<file path="config.mk">
export PLATFORM = sky130hd
export DESIGN_NAME = fpu_op_sequencer
export DESIGN_NICKNAME = d
export VERILOG_FILES = /design/src/rtl/fpu_op_sequencer.sv
export SDC_FILE = /design/constraint.sdc
export NUM_CORES = 1
export LEC_CHECK = 0
export BUFFER_PORTS_ARGS = -buffer_cell sky130_fd_sc_hd__buf_2
export CORE_ASPECT_RATIO = 1.75
export CORE_UTILIZATION = 59
export CTS_BUF_LIST = sky130_fd_sc_hd__clkbuf_8
export DETAILED_ROUTE_END_ITERATION = 7
export PLACE_DENSITY_LB_ADDON = 0.2
export SYNTH_ARGS = -nofsm -noshare
export SYNTH_HDL_FRONTEND = slang
export SYNTH_SLANG_ARGS = --single-unit
</file>
<file path="constraint.sdc">
create_clock -name clk_i -period 5.83 [get_ports clk_i]
set_clock_uncertainty 0.2 [all_clocks]
set_input_delay 0 -clock clk_i [delete_from_list [all_inputs] [get_ports clk_i]]
set_output_delay 0 -clock clk_i [all_outputs]
set_load 0.02 [all_outputs]
</file>
<file path="src/rtl/fpu_op_sequencer.sv">
// fpu_op_sequencer: request sequencer in front of an FPU (fpnew_top style).
// Accepts (a, b, op, rnd) requests into a FIFO, issues them to the FPU with a
// rotating tag, collects out-of-order completions into a reorder buffer and
// retires responses strictly in acceptance order.
//
// Ports:
//   clk_i, rst_i                 clock, asynchronous active-high reset
//   serial_mode_i                1: issue only when nothing is in flight
//   req_*                        requester side (valid/ready, operands, op, rnd)
//   fpu_*_o / fpu_*_i            FPU issue and result interfaces, flush
//   rsp_*                        in-order responses (valid/ready, result, status, seq)
//   outstanding_o                number of ops between issue and retire
//   err_o                        sticky: result returned with a tag not in flight
module fpu_op_sequencer #(
  parameter int unsigned WIDTH   = 32,
  parameter int unsigned DEPTH   = 4,
  parameter int unsigned MAX_OUT = 4,
  parameter int unsigned OP_W    = 4,
  parameter int unsigned SEQ_W   = 8,
  localparam int unsigned TAG_W  = $clog2(MAX_OUT)
) (
  input  logic               clk_i,
  input  logic               rst_i,
  input  logic               serial_mode_i,
  input  logic               req_valid_i,
  output logic               req_ready_o,
  input  logic [WIDTH-1:0]   req_a_i,
  input  logic [WIDTH-1:0]   req_b_i,
  input  logic [OP_W-1:0]    req_op_i,
  input  logic [2:0]         req_rnd_i,
  output logic [3*WIDTH-1:0] fpu_operands_o,
  output logic [OP_W-1:0]    fpu_op_o,
  output logic [2:0]         fpu_rnd_o,
  output logic [TAG_W-1:0]   fpu_tag_o,
  output logic               fpu_in_valid_o,
  input  logic               fpu_in_ready_i,
  input  logic [WIDTH-1:0]   fpu_result_i,
  input  logic [4:0]         fpu_status_i,
  input  logic [TAG_W-1:0]   fpu_tag_i,
  input  logic               fpu_out_valid_i,
  output logic               fpu_out_ready_o,
  output logic               fpu_flush_o,
  output logic               rsp_valid_o,
  input  logic               rsp_ready_i,
  output logic [WIDTH-1:0]   rsp_result_o,
  output logic [4:0]         rsp_status_o,
  output logic [SEQ_W-1:0]   rsp_seq_o,
  output logic [TAG_W:0]     outstanding_o,
  output logic               err_o
);

  localparam int unsigned PTR_W = $clog2(DEPTH);
  localparam logic [OP_W-1:0] OpAdd = OP_W'(2);
  localparam logic [OP_W-1:0] OpSqrt = OP_W'(5);
  localparam logic [TAG_W:0] MaxOut = (TAG_W + 1)'(MAX_OUT);

  typedef enum logic [1:0] {SlotFree, SlotBusy, SlotDone} slot_e;

  // Request FIFO
  logic [WIDTH-1:0] r_fifo_a   [DEPTH];
  logic [WIDTH-1:0] r_fifo_b   [DEPTH];
  logic [OP_W-1:0]  r_fifo_op  [DEPTH];
  logic [2:0]       r_fifo_rnd [DEPTH];
  logic [PTR_W:0]   r_wr_ptr, r_rd_ptr;

  // Reorder buffer, indexed by tag
  slot_e            r_slot     [MAX_OUT];
  logic [WIDTH-1:0] r_rob_res  [MAX_OUT];
  logic [4:0]       r_rob_stat [MAX_OUT];

  logic [TAG_W-1:0] r_issue_tag, r_retire_tag;
  logic [SEQ_W-1:0] r_retire_seq;
  logic [TAG_W:0]   r_outstanding;
  logic             r_flush, r_hold, r_err;

  logic               w_empty, w_full, w_push, w_issue_cond, w_in_valid, w_issue;
  logic               w_complete, w_bad_tag, w_rsp_valid, w_retire;
  logic [PTR_W-1:0]   w_head, w_tail;
  logic [WIDTH-1:0]   w_a, w_b;
  logic [OP_W-1:0]    w_op;
  logic [3*WIDTH-1:0] w_operands;

  assign w_head  = r_rd_ptr[PTR_W-1:0];
  assign w_tail  = r_wr_ptr[PTR_W-1:0];
  assign w_empty = (r_wr_ptr == r_rd_ptr);
  assign w_full  = (r_wr_ptr[PTR_W] != r_rd_ptr[PTR_W]) && (w_head == w_tail);

  // Held low during the flush cycle so nothing is accepted before the FPU is clean.
  assign req_ready_o = !w_full && !r_flush;
  assign w_push      = req_valid_i && req_ready_o;

  assign w_issue_cond = !w_empty && (r_outstanding < MaxOut) &&
                        (r_slot[r_issue_tag] == SlotFree) &&
                        (!serial_mode_i || (r_outstanding == '0)) && !r_flush;
  // r_hold keeps valid up if serial mode is switched on while waiting for ready.
  assign w_in_valid   = w_issue_cond || r_hold;
  assign w_issue      = w_in_valid && fpu_in_ready_i;

  assign w_complete = fpu_out_valid_i && !r_flush && (r_slot[fpu_tag_i] == SlotBusy);
  assign w_bad_tag  = fpu_out_valid_i && !r_flush && (r_slot[fpu_tag_i] != SlotBusy);

  assign w_rsp_valid = (r_slot[r_retire_tag] == SlotDone);
  assign w_retire    = w_rsp_valid && rsp_ready_i;

  assign w_a  = r_fifo_a[w_head];
  assign w_b  = r_fifo_b[w_head];
  assign w_op = r_fifo_op[w_head];

  // Operand routing: ADD uses slots 1/2, SQRT slot 0 only, others slots 0/1.
  always_comb begin
    w_operands = '0;
    if (w_in_valid) begin
      case (w_op)
        OpAdd:   w_operands = {w_b, w_a, {WIDTH{1'b0}}};
        OpSqrt:  w_operands = {{WIDTH{1'b0}}, {WIDTH{1'b0}}, w_a};
        default: w_operands = {{WIDTH{1'b0}}, w_b, w_a};
      endcase
    end
  end

  always_ff @(posedge clk_i or posedge rst_i) begin
    if (rst_i) begin
      r_flush       <= 1'b1;
      r_wr_ptr      <= '0;
      r_rd_ptr      <= '0;
      r_issue_tag   <= '0;
      r_retire_tag  <= '0;
      r_retire_seq  <= '0;
      r_outstanding <= '0;
      r_hold        <= 1'b0;
      r_err         <= 1'b0;
      r_slot        <= '{default: SlotFree};
    end else begin
      r_flush <= 1'b0;
      r_hold  <= w_in_valid && !fpu_in_ready_i;
      if (w_push) r_wr_ptr <= r_wr_ptr + 1'b1;
      if (w_issue) begin
        r_rd_ptr            <= r_rd_ptr + 1'b1;
        r_issue_tag         <= r_issue_tag + 1'b1;
        r_slot[r_issue_tag] <= SlotBusy;
      end
      if (w_complete) r_slot[fpu_tag_i] <= SlotDone;
      if (w_bad_tag) r_err <= 1'b1;
      if (w_retire) begin
        r_slot[r_retire_tag] <= SlotFree;
        r_retire_tag         <= r_retire_tag + 1'b1;
        r_retire_seq         <= r_retire_seq + 1'b1;
      end
      case ({w_issue, w_retire})
        2'b10:   r_outstanding <= r_outstanding + 1'b1;
        2'b01:   r_outstanding <= r_outstanding - 1'b1;
        default: r_outstanding <= r_outstanding;
      endcase
    end
  end

  // Data storage needs no reset; validity is tracked by pointers and slot state.
  always_ff @(posedge clk_i) begin
    if (w_push) begin
      r_fifo_a[w_tail]   <= req_a_i;
      r_fifo_b[w_tail]   <= req_b_i;
      r_fifo_op[w_tail]  <= req_op_i;
      r_fifo_rnd[w_tail] <= req_rnd_i;
    end
    if (w_complete) begin
      r_rob_res[fpu_tag_i]  <= fpu_result_i;
      r_rob_stat[fpu_tag_i] <= fpu_status_i;
    end
  end

  assign fpu_operands_o  = w_operands;
  assign fpu_op_o        = w_in_valid ? w_op : '0;
  assign fpu_rnd_o       = w_in_valid ? r_fifo_rnd[w_head] : '0;
  assign fpu_tag_o       = r_issue_tag;
  assign fpu_in_valid_o  = w_in_valid;
  assign fpu_out_ready_o = !rst_i;
  assign fpu_flush_o     = r_flush;
  assign rsp_valid_o     = w_rsp_valid;
  assign rsp_result_o    = w_rsp_valid ? r_rob_res[r_retire_tag] : '0;
  assign rsp_status_o    = w_rsp_valid ? r_rob_stat[r_retire_tag] : '0;
  assign rsp_seq_o       = r_retire_seq;
  assign outstanding_o   = r_outstanding;
  assign err_o           = r_err;

endmodule

</file>
==> impl_metrics.tcl, run 1 <==
set metrics [dict create \
    layout_commonest_cell "edfxtp_1" \
    cpMostUsedCell "buf_4" \
    total_power_mw 9.80 \
    cts_tree "yes" \
    place_ws_ns 1.94 \
    min_period_ns 4.44 \
    port_buffers 275 \
    grt_pass1_vias 11600 \
    crit_chain "buf_4, mux4_2, or4b_4, nor2_2, buf_4, and2_1, buf_2" \
    netlist_area_um2 18800 \
    mostFrequentLayoutCells "432 x edfxtp_1, 275 x buf_2, 227 x dlygate4sd3_1" \
    overflow 0 \
    ant_nets 0 \
    cp_data_required_time_ns 5.63 \
    layout_setup_ws_ns 1.39 \
    final_nets 1631 \
    cp.arrival_ns 4.24 \
    rsz0062_at_grt "false" \
    setup_violations 0 \
    dieArea_um2 32600 \
    synth_area_leaders "edfxtp_1 69%, mux4_2 13%, dfrtp_1 4.1%" \
    tns_ns 0 \
    slowest_delay_ns 0.92 \
    nFillCells 1871 \
    track_usage_pct 26.1 \
    hold_slack_ns 0.0115 \
    cts_buffers 59 \
    wire_per_inst_um 21.2 \
    drt_drc_violations_left 0 \
    wl_um 41200 \
    synth_cell_types 44 \
    ys_seq_area_share_pct 73.4 \
    clk_latency_ns 0.61 \
    cts_root_buf "clkbuf_8" \
    postSynthCellCount 972 \
    antenna_found_initial 4 \
    ir_drop_uv 276 \
    final_util_pct 76.1 \
    synth-seq-cells 464 \
    dr_total_vias 10900 \
    finalHoldViolCount 0 \
    gp_congestion 0.763 \
    coreArea_um2 31400 \
    syn_avg_cell_area_um2 19.3 \
    num_io_pins 276 \
    cp-end-kind "output pin" \
    crit_fanout 28 \
    min_period_over_period_pct 76.1 \
    drt_iter0_drc 597 \
    path_buf_inv 3 \
    max_slew_margin_pct 19.6 \
    die_x_um 137 \
    syn2layout_area_growth_pct 27.4 \
    syn_nets 1105 \
    status "completed" \
    cts.htree.levels 2 \
    dr.pass1.iters 4 \
    leakage_nw 8.98 \
    cts_buffer_depth 3 \
    die_y_um 238 \
    grt_pass1_wl_um 62400 \
    grt_max_degree 97 \
    synth_top_area_cell "edfxtp_1" \
    synth_top_cell_area_share_pct 69.1 \
    cts_resized 0 \
    cts_num_sinks 464 \
    hold_path.class "in -> reg" \
    drive_above_1_share_pct 34.2 \
    p_per_area_nw_per_um2 410 \
    place_hpwl_um 23800 \
    critical_path.slowest_cell "nor2_2" \
    slew_viol_final 0 \
    tightestPinTransition_ns 1.20 \
    maxCapViolCount 0 \
    initial_core_util_pct 59.7 \
    vias_per_cell 5.63 \
    rows 86 \
    cp_top_family "simple AND/OR/NAND/NOR gates" \
    critPathKind "reg -> out" \
    fmax_ghz 0.225 \
    cp-start-kind "flip-flop" \
    clk_pin_slew_ns 0.07 \
    ys_warn_count 0 \
]
[registers in the layout, summed over array words and instances, names as in the netlist]
signal and flops:
r_fifo_a 128, r_rob_res 128, err_o 1, r_fifo_rnd 12, rsp_seq_o 8, outstanding_o 3, r_wr_ptr 3, r_hold 1
r_fifo_b 128, fpu_tag_o 2, r_retire_tag 2, r_fifo_op 16, r_slot 8, fpu_flush_o 1, r_rob_stat 20, r_rd_ptr 3
[path summary, 6_finish.rpt]
| path | slack [ns] | end | start | cells past startpoint |
|---|---|---|---|---|
| max reg2reg | 2.11 | outstanding_o[2] | r_rd_ptr[1] | 11 |
| min in group asynchronous | 0.42 | rsp_seq_o[4] | rst_i | 5 |
| max | 1.39 | fpu_operands_o[86] | r_rd_ptr[0] | 7 |
| max in group asynchronous | 4.66 | r_rd_ptr[0] | rst_i | 5 |
| min reg2reg | 0.27 | rsp_seq_o[7] | rsp_seq_o[7] | 1 |
| min | 0.01 | r_fifo_op[3][2] | req_op_i[2] | 2 |
[per-layer routing]
metal  vias to the layer above  routed length, um  GRT usage (%)
li1                       4896                  -              -
met1                      5508              14500           29.5
met2                       411              22800           47.1
met3                       108               2240           4.48
met4                         0               1640           12.4
met5                         -                  0              0
[kinds of logic (layout without fill, tap and decap cells)]
group,count (synthesis),after routing,synth area share (%)
AOI/OAI and AO/OA,53,53,2.94
adders and majority gates,16,16,1.11
xor gates and xnor gates,19,19,0.886
other,1,5,0.0200
muxes,114,114,13.4
DFF,464,464,73.4
buffers and inverters,82,650,1.91
and+or+nand+nor,223,223,6.33
[synthesized netlist by cell type]
master     instances
nor2_1            41
buf_6              5
conb_1             1
inv_1             23
xnor2_1           14
clkbuf_2           3
a211oi_2          30
xor2_1             5
clkinv_1           1
inv_2              1
or3_1              2
nand2_1           41
a2bb2oi_1          4
mux2_2             3
dfstp_2            1
and2_1            40
edfxtp_1         432
o211ai_1           1
nor2b_1           37
a31o_2             1
nand4bb_1          1
mux2i_1            1
nor3_1             2
nor2_2             1
dfrtp_1           31
mux4_2           110
buf_2              8
o21a_1             1
nand2b_1           6
a31oi_1            2
a211oi_1           2
nand3b_1           1
buf_1              4
a221oi_1           4
clkbuf_1          37
o31a_1             4
ha_1              15
nor4_1             4
nand4_1            2
and3_1            36
nand3_1            8
fa_1               1
o21ai_0            4
or4b_1             1
[worst reg2reg max path: stages (launching register included)]
cell      delay (ns)
dfrtp_4         0.84
xnor2_1         0.21
nand3b_1        0.14
a31oi_4         0.63
clkinv_1        0.21
nand2_1         0.29
ha_1            0.24
inv_1           0.06
fa_1            0.38
xor2_1          0.15
nor2_1          0.11
xor2_1          0.16
[layout make-up]
cell class                 count  area [um^2]  area share, %
antenna                        4         10.0         0.0419
clock buffer                  59          812           3.40
clock inverter                44          205          0.858
inverter                      25         93.8          0.393
multi-input combinational    426         4710           19.7
sequential                   464        13800           57.7
tap                          396          495           2.07
timing repair buffer         522         3800           15.9
[repair_timing]
item                      4_1_cts  5_1_grt
setup buffers                   0        0
hold endpoints to repair      705        0
hold buffers                  227        0
[per-stage QoR]
step,cell area [um^2],std cells
global placement,20600,1606
CTS,23900,1936
floorplan,18800,972
finish,23900,1940
global route,23900,1940
detailed placement,20600,1606
[report_power, final]
| group | switching, mW | leakage (nW) | total (mW) | internal, mW |
|---|---|---|---|---|
| clock network | 1.12 | 0.598 | 2.10 | 0.982 |
| logic | 1.97 | 4.08 | 3.44 | 1.47 |
| registers | 0.251 | 4.30 | 4.26 | 4.01 |
| total | 3.34 | 8.98 | 9.80 | 6.46 |
Power figures use the tool's default switching activity.
==> inputs of run 2 (changes only) <==
CORE_UTILIZATION = 53   (was 59)
clock period = 3.9 ns   (was 5.83 ns; I/O delays follow)
==> run 2 against run 1 <==
Count of clock-buffer cells in the layout grew 9. Clock power is 78% higher. Sequential cell count stayed put. Combinational power grew 53%. Via count fell by 0.24%. Critical path depth fell by 1. Sequential share of layout area down 1.1 points. Non-clock buffer count rose by 5. Hold slack improved by 0.076 ns.
==> impl_metrics.tcl, run 2 (synthesized netlist as in run 1, its figures left out) <==
set metrics [dict create \
    status "completed" \
    dr.pass1.iters 5 \
    cts_hold_buffers 228 \
    cts.htree.levels 3 \
    max_slew_margin_pct 47.0 \
    worstReg2RegEnd "r_slot[4]" \
    track_usage_pct 22.9 \
    largestRegisters "r_fifo_a: 128 flops, r_fifo_b: 128 flops, r_rob_res: 128 flops" \
    hold_path.class "in -> reg" \
    cp-end-kind "output pin" \
    tightestPinTransition_ns 0.796 \
    crit_chain "mux4_2, or4b_4, nor2_2, buf_4, and2_1, buf_2" \
    min_period_ns 3.49 \
    place_hpwl_um 24000 \
    slowest_delay_ns 0.66 \
    initial_core_util_pct 54.1 \
    die_y_um 251 \
    dieArea_um2 36200 \
    cts_tree "yes" \
    grt_pass1_vias 11400 \
    reg2reg_slack_ns 0.92 \
    layout_commonest_cell "edfxtp_1" \
    crit_fanout 32 \
    maxCapViolCount 0 \
    ir_drop_uv 444 \
    cts_buffers 66 \
    cts_num_sinks 464 \
    ant_nets 0 \
    coreArea_um2 34700 \
    vias_per_cell 5.39 \
    setup_violations 0 \
    mostFrequentLayoutCells "432 x edfxtp_1, 275 x buf_2, 228 x dlygate4sd3_1" \
    rsz0062_at_grt "false" \
    slew_viol_final 0 \
    gp_congestion 0.762 \
    drt_iter0_drc 586 \
    final_nets 1643 \
    cts_resized 0 \
    num_io_pins 276 \
    min_period_over_period_pct 89.4 \
    wire_per_inst_um 19.9 \
    reg2reg_depth 8 \
    dr_total_vias 10900 \
    p_per_area_nw_per_um2 627 \
    syn2layout_area_growth_pct 29.9 \
    port_buffers 275 \
    nFillCells 2344 \
    drive_above_1_share_pct 35.2 \
    reg2reg_from "outstanding_o[0]" \
    antenna_found_initial 4 \
    cp.arrival_ns 3.29 \
    rows 90 \
    hold_start "fpu_in_ready_i" \
    cts_setup_buffers 0 \
    drt_drc_violations_left 0 \
    cts_buffer_depth 3 \
    die_x_um 144 \
    grt_pass1_wl_um 60600 \
    tns_ns 0 \
    fmax_ghz 0.287 \
    whs_path_depth 3 \
    cp_data_required_time_ns 3.70 \
    clk_latency_ns 0.61 \
    final_util_pct 70.3 \
    cts_root_buf "clkbuf_8" \
    grt_max_degree 97 \
    finalHoldViolCount 0 \
    hold_path_end "r_hold" \
    wl_um 40200 \
    overflow 0 \
    leakage_nw 9.10 \
    cp-start-kind "flip-flop" \
    critPathKind "reg -> out" \
    critical_path.slowest_cell "dfrtp_4" \
    clk_pin_slew_ns 0.06 \
]
==> run 2: cell types whose count changed in the layout (fill, tap and decap cells not counted), sizes merged <==
cell         before  now
buf             295  299
bufinv            1    5
clkbuf           59   68
clkinv           23   20
clkinvlp          1    8
dlygate4sd3     227  228
inv              44   38
==> run 2: report_power, final <==
group          leakage [nW]  switching, mW  internal (mW)
logic                  4.13           3.03           2.23
registers              4.30          0.295           5.99
clock network         0.673           1.77           1.97
==> run 2: worst max path at each step <==
| stage | startpoint | to | slack, ns | cells after the start |
|---|---|---|---|---|
| after floorplan | fpu_flush_o | r_rob_res[0][0] | -1.13 | 3 |
| after global placement | r_rd_ptr[0] | outstanding_o[2] | 1.07 | 11 |
| after detailed placement | r_rd_ptr[0] | outstanding_o[2] | 0.99 | 11 |
| after CTS | r_rd_ptr[0] | fpu_operands_o[95] | 0.35 | 6 |
| after global routing | r_rd_ptr[0] | fpu_operands_o[75] | 0.26 | 6 |
| final | r_rd_ptr[0] | fpu_operands_o[75] | 0.41 | 6 |
==> run 2: final cells by class <==
cell class / count / area [um^2] / area share (%)
diodes: 4 / 10.0 / 0.0411
clock buffers: 68 / 936 / 3.84
well taps: 460 / 576 / 2.36
multi-input cells: 426 / 4720 / 19.4
inverters: 25 / 93.8 / 0.385
clock inverters: 46 / 353 / 1.45
repair buffers: 527 / 3900 / 16.0
flip-flops and latches: 464 / 13800 / 56.5
==> run 2: worst max-delay path, delay by kind of cell (launching register included) <==
kind | cells | cell delay [ns]
AND/OR/NAND/NOR | 3 | 0.89
flip-flops | 1 | 0.66
multiplexers | 1 | 0.60
buffers and inverters | 2 | 0.53
==> run 2: through the flow <==
step	hold WS [ns]	total power [mW]	cells	cell area [um^2]	setup WS, ns
finish	0.0872	15.3	2020	24400	0.414
global route	0.0559	16.0	2020	24400	0.259
CTS	0.0133	15.5	2016	24400	0.355
detailed placement	-0.0846	11.5	1674	20800	0.991
global placement	-0.0869	11.5	1674	20800	1.07
floorplan	-0.101	9.96	972	18800	-1.13
==> run 2: layer usage <==
layer  vias up  global-route usage (%)  wire length [um]
met5         -                       0                 0
met4         0                    9.92              1150
met3        76                    4.29              2220
met2       354                    42.9             22400
met1      5547                    24.6             14400
li1       4920                       -                 -
==> inputs of run 3 (changes only) <==
CORE_MARGIN = 2   (was unset)
==> run 3 against run 2 <==
Clock power down 7.8%. Setup slack worse by 0.086 ns. Sequential power down 0.6%. Die area up 2.2%. Via count about the same. Critical path depth unchanged. Power down 1.7%.
==> impl_metrics.tcl, run 3 (synthesized netlist as in run 1, its figures left out) <==
set metrics [dict create \
    track_usage_pct 21.9 \
    hold_path.class "in -> reg" \
    fmax_ghz 0.280 \
    maxCapViolCount 0 \
    final_util_pct 69.2 \
    gp_congestion 0.776 \
    hold_path_end "r_rd_ptr[0]" \
    clk_latency_ns 0.62 \
    cts_num_sinks 464 \
    syn2layout_area_growth_pct 29.3 \
    largestRegisters "r_fifo_a: 128 flops, r_fifo_b: 128 flops, r_rob_res: 128 flops" \
    critical_path.slowest_cell "or4b_4" \
    rsz0062_at_grt "false" \
    fin_area_um2 24300 \
    place_hpwl_um 24200 \
    grt_pass1_vias 11500 \
    tns_ns 0 \
    cp_data_required_time_ns 3.70 \
    die_x_um 146 \
    clk_pin_slew_ns 0.07 \
    reg2reg_from "r_rd_ptr[0]" \
    cts_buffer_depth 3 \
    whs_path_depth 7 \
    port_buffers 275 \
    vias_per_cell 5.39 \
    max_slew_margin_pct 47.0 \
    antenna_found_initial 0 \
    slew_viol_final 0 \
    reg2reg_slack_ns 0.90 \
    crit_chain "mux4_2, or4b_4, nor2_2, buf_4, and2_1, buf_2" \
    hold_start "serial_mode_i" \
    grt_pass1_wl_um 62300 \
    wire_per_inst_um 20.1 \
    status "completed" \
    tightestPinTransition_ns 0.795 \
    slowest_delay_ns 0.81 \
    wl_um 40600 \
    dr_total_vias 10900 \
    final_nets 1640 \
    rows 91 \
    placed_area_um2 20800 \
    dr.pass1.iters 4 \
    overflow 0 \
    ant_nets 0 \
    mostFrequentLayoutCells "432 x edfxtp_1, 275 x buf_2, 227 x dlygate4sd3_1" \
    reg2reg_depth 12 \
    coreArea_um2 35100 \
    num_io_pins 276 \
    critPathKind "reg -> out" \
    layout_commonest_cell "edfxtp_1" \
    min_period_over_period_pct 91.6 \
    cts.htree.levels 2 \
    setup_violations 0 \
    worstReg2RegEnd "outstanding_o[2]" \
    pwr-share-seq_pct 41.6 \
    grt_max_degree 46 \
    drive_above_1_share_pct 34.6 \
    cts_buffers 61 \
    cts_root_buf "clkbuf_8" \
    cp-start-kind "flip-flop" \
    cts_tree "yes" \
    swShare_pct 33.5 \
    p_clk_share_pct 22.9 \
    p_per_area_nw_per_um2 619 \
    cp-end-kind "output pin" \
    switchingPower_mw 5.03 \
    finalHoldViolCount 0 \
    drt_iter0_drc 717 \
    leakage_nw 9.08 \
    p_int_mw 9.98 \
    drt_drc_violations_left 0 \
    dieArea_um2 37000 \
    min_period_ns 3.57 \
    ir_drop_uv 393 \
    crit_fanout 39 \
    comb_power_share_pct 35.5 \
    die_y_um 253 \
    initial_core_util_pct 53.5 \
    cp.arrival_ns 3.37 \
]
==> run 3: cell types whose count changed in the layout (fill, tap and decap cells not counted), sizes merged <==
cell         change
buf              +3
bufinv           -1
clkbuf           -6
clkinv           +4
clkinvlp         -6
diode            -2
dlygate4sd3      -1
inv              +6
==> run 3: worst max-delay path, delay by kind of cell, from the launching register on <==
kind                   cells  cell delay (ns)
AND/OR/NAND/NOR            3             1.17
flip-flops                 1             0.49
multiplexers               1             0.57
buffers and inverters      2             0.49
==> run 3: power by group through the flow <==
stage               registers, mW  clock network [mW]  logic, mW
CTS                          6.29                3.55       5.33
global route                 6.29                3.73       5.74
detailed placement           6.39                   0       5.13
finish                       6.24                3.44       5.33
global placement             6.36                   0       5.11
floorplan                    6.32                   0       3.64
==> run 3: final cells by class <==
type / instances / area, um^2
Antenna cell: 2 / 5.00
Clock buffer: 62 / 853
Clock inverter: 49 / 308
Fill cell: 2417 / 10800
Inverter: 25 / 93.8
Multi-Input combinational cell: 426 / 4740
Sequential cell: 464 / 13800
Tap cell: 465 / 582
Timing Repair Buffer: 529 / 3900
==> run 3: stage by stage <==
step                hold slack, ns  total power [mW]  worst slack (ns)  instances
finish                       0.112              15.0             0.328       2022
global route                 0.115              15.8             0.192       2020
CTS                         0.0705              15.2            0.0284       2016
detailed placement         -0.0597              11.5             0.671       1678
global placement           -0.0657              11.5             0.710       1678
floorplan                   -0.101              9.96             -1.13        972
==> run 3: routing by layer <==
| layer | up-vias | routed length (um) | track usage, % | part of all wire [%] |
|---|---|---|---|---|
| met5 | - | 0 | 0 | 0 |
| met4 | 0 | 997 | 7.38 | 2.5 |
| met3 | 68 | 1970 | 3.41 | 4.8 |
| met2 | 325 | 22700 | 41.8 | 56 |
| met1 | 5574 | 15000 | 25.1 | 37 |
| li1 | 4923 | - | - | - |
==> run 3: how the worst max path moves through the flow <==
stage / startpoint / to / slack, ns
5_1_grt: r_rd_ptr[0] / fpu_operands_o[89] / 0.19
4_1_cts: r_rd_ptr[0] / fpu_operands_o[79] / 0.03
6_report: r_rd_ptr[0] / fpu_operands_o[78] / 0.33
3_5_place_dp: r_rd_ptr[0] / fpu_operands_o[55] / 0.67
2_1_floorplan: fpu_flush_o / r_rob_res[0][0] / -1.13
3_3_place_gp: r_rd_ptr[0] / fpu_operands_o[54] / 0.71
==> run 3: timing repair <==
item / in CTS / in global routing
hold buffers: 227 / 0
buffers inserted: 0 / 4
endpoints found under the hold margin: 733 / 0
setup endpoints to repair: 9 / 37
gates resized for setup: 1 / 0
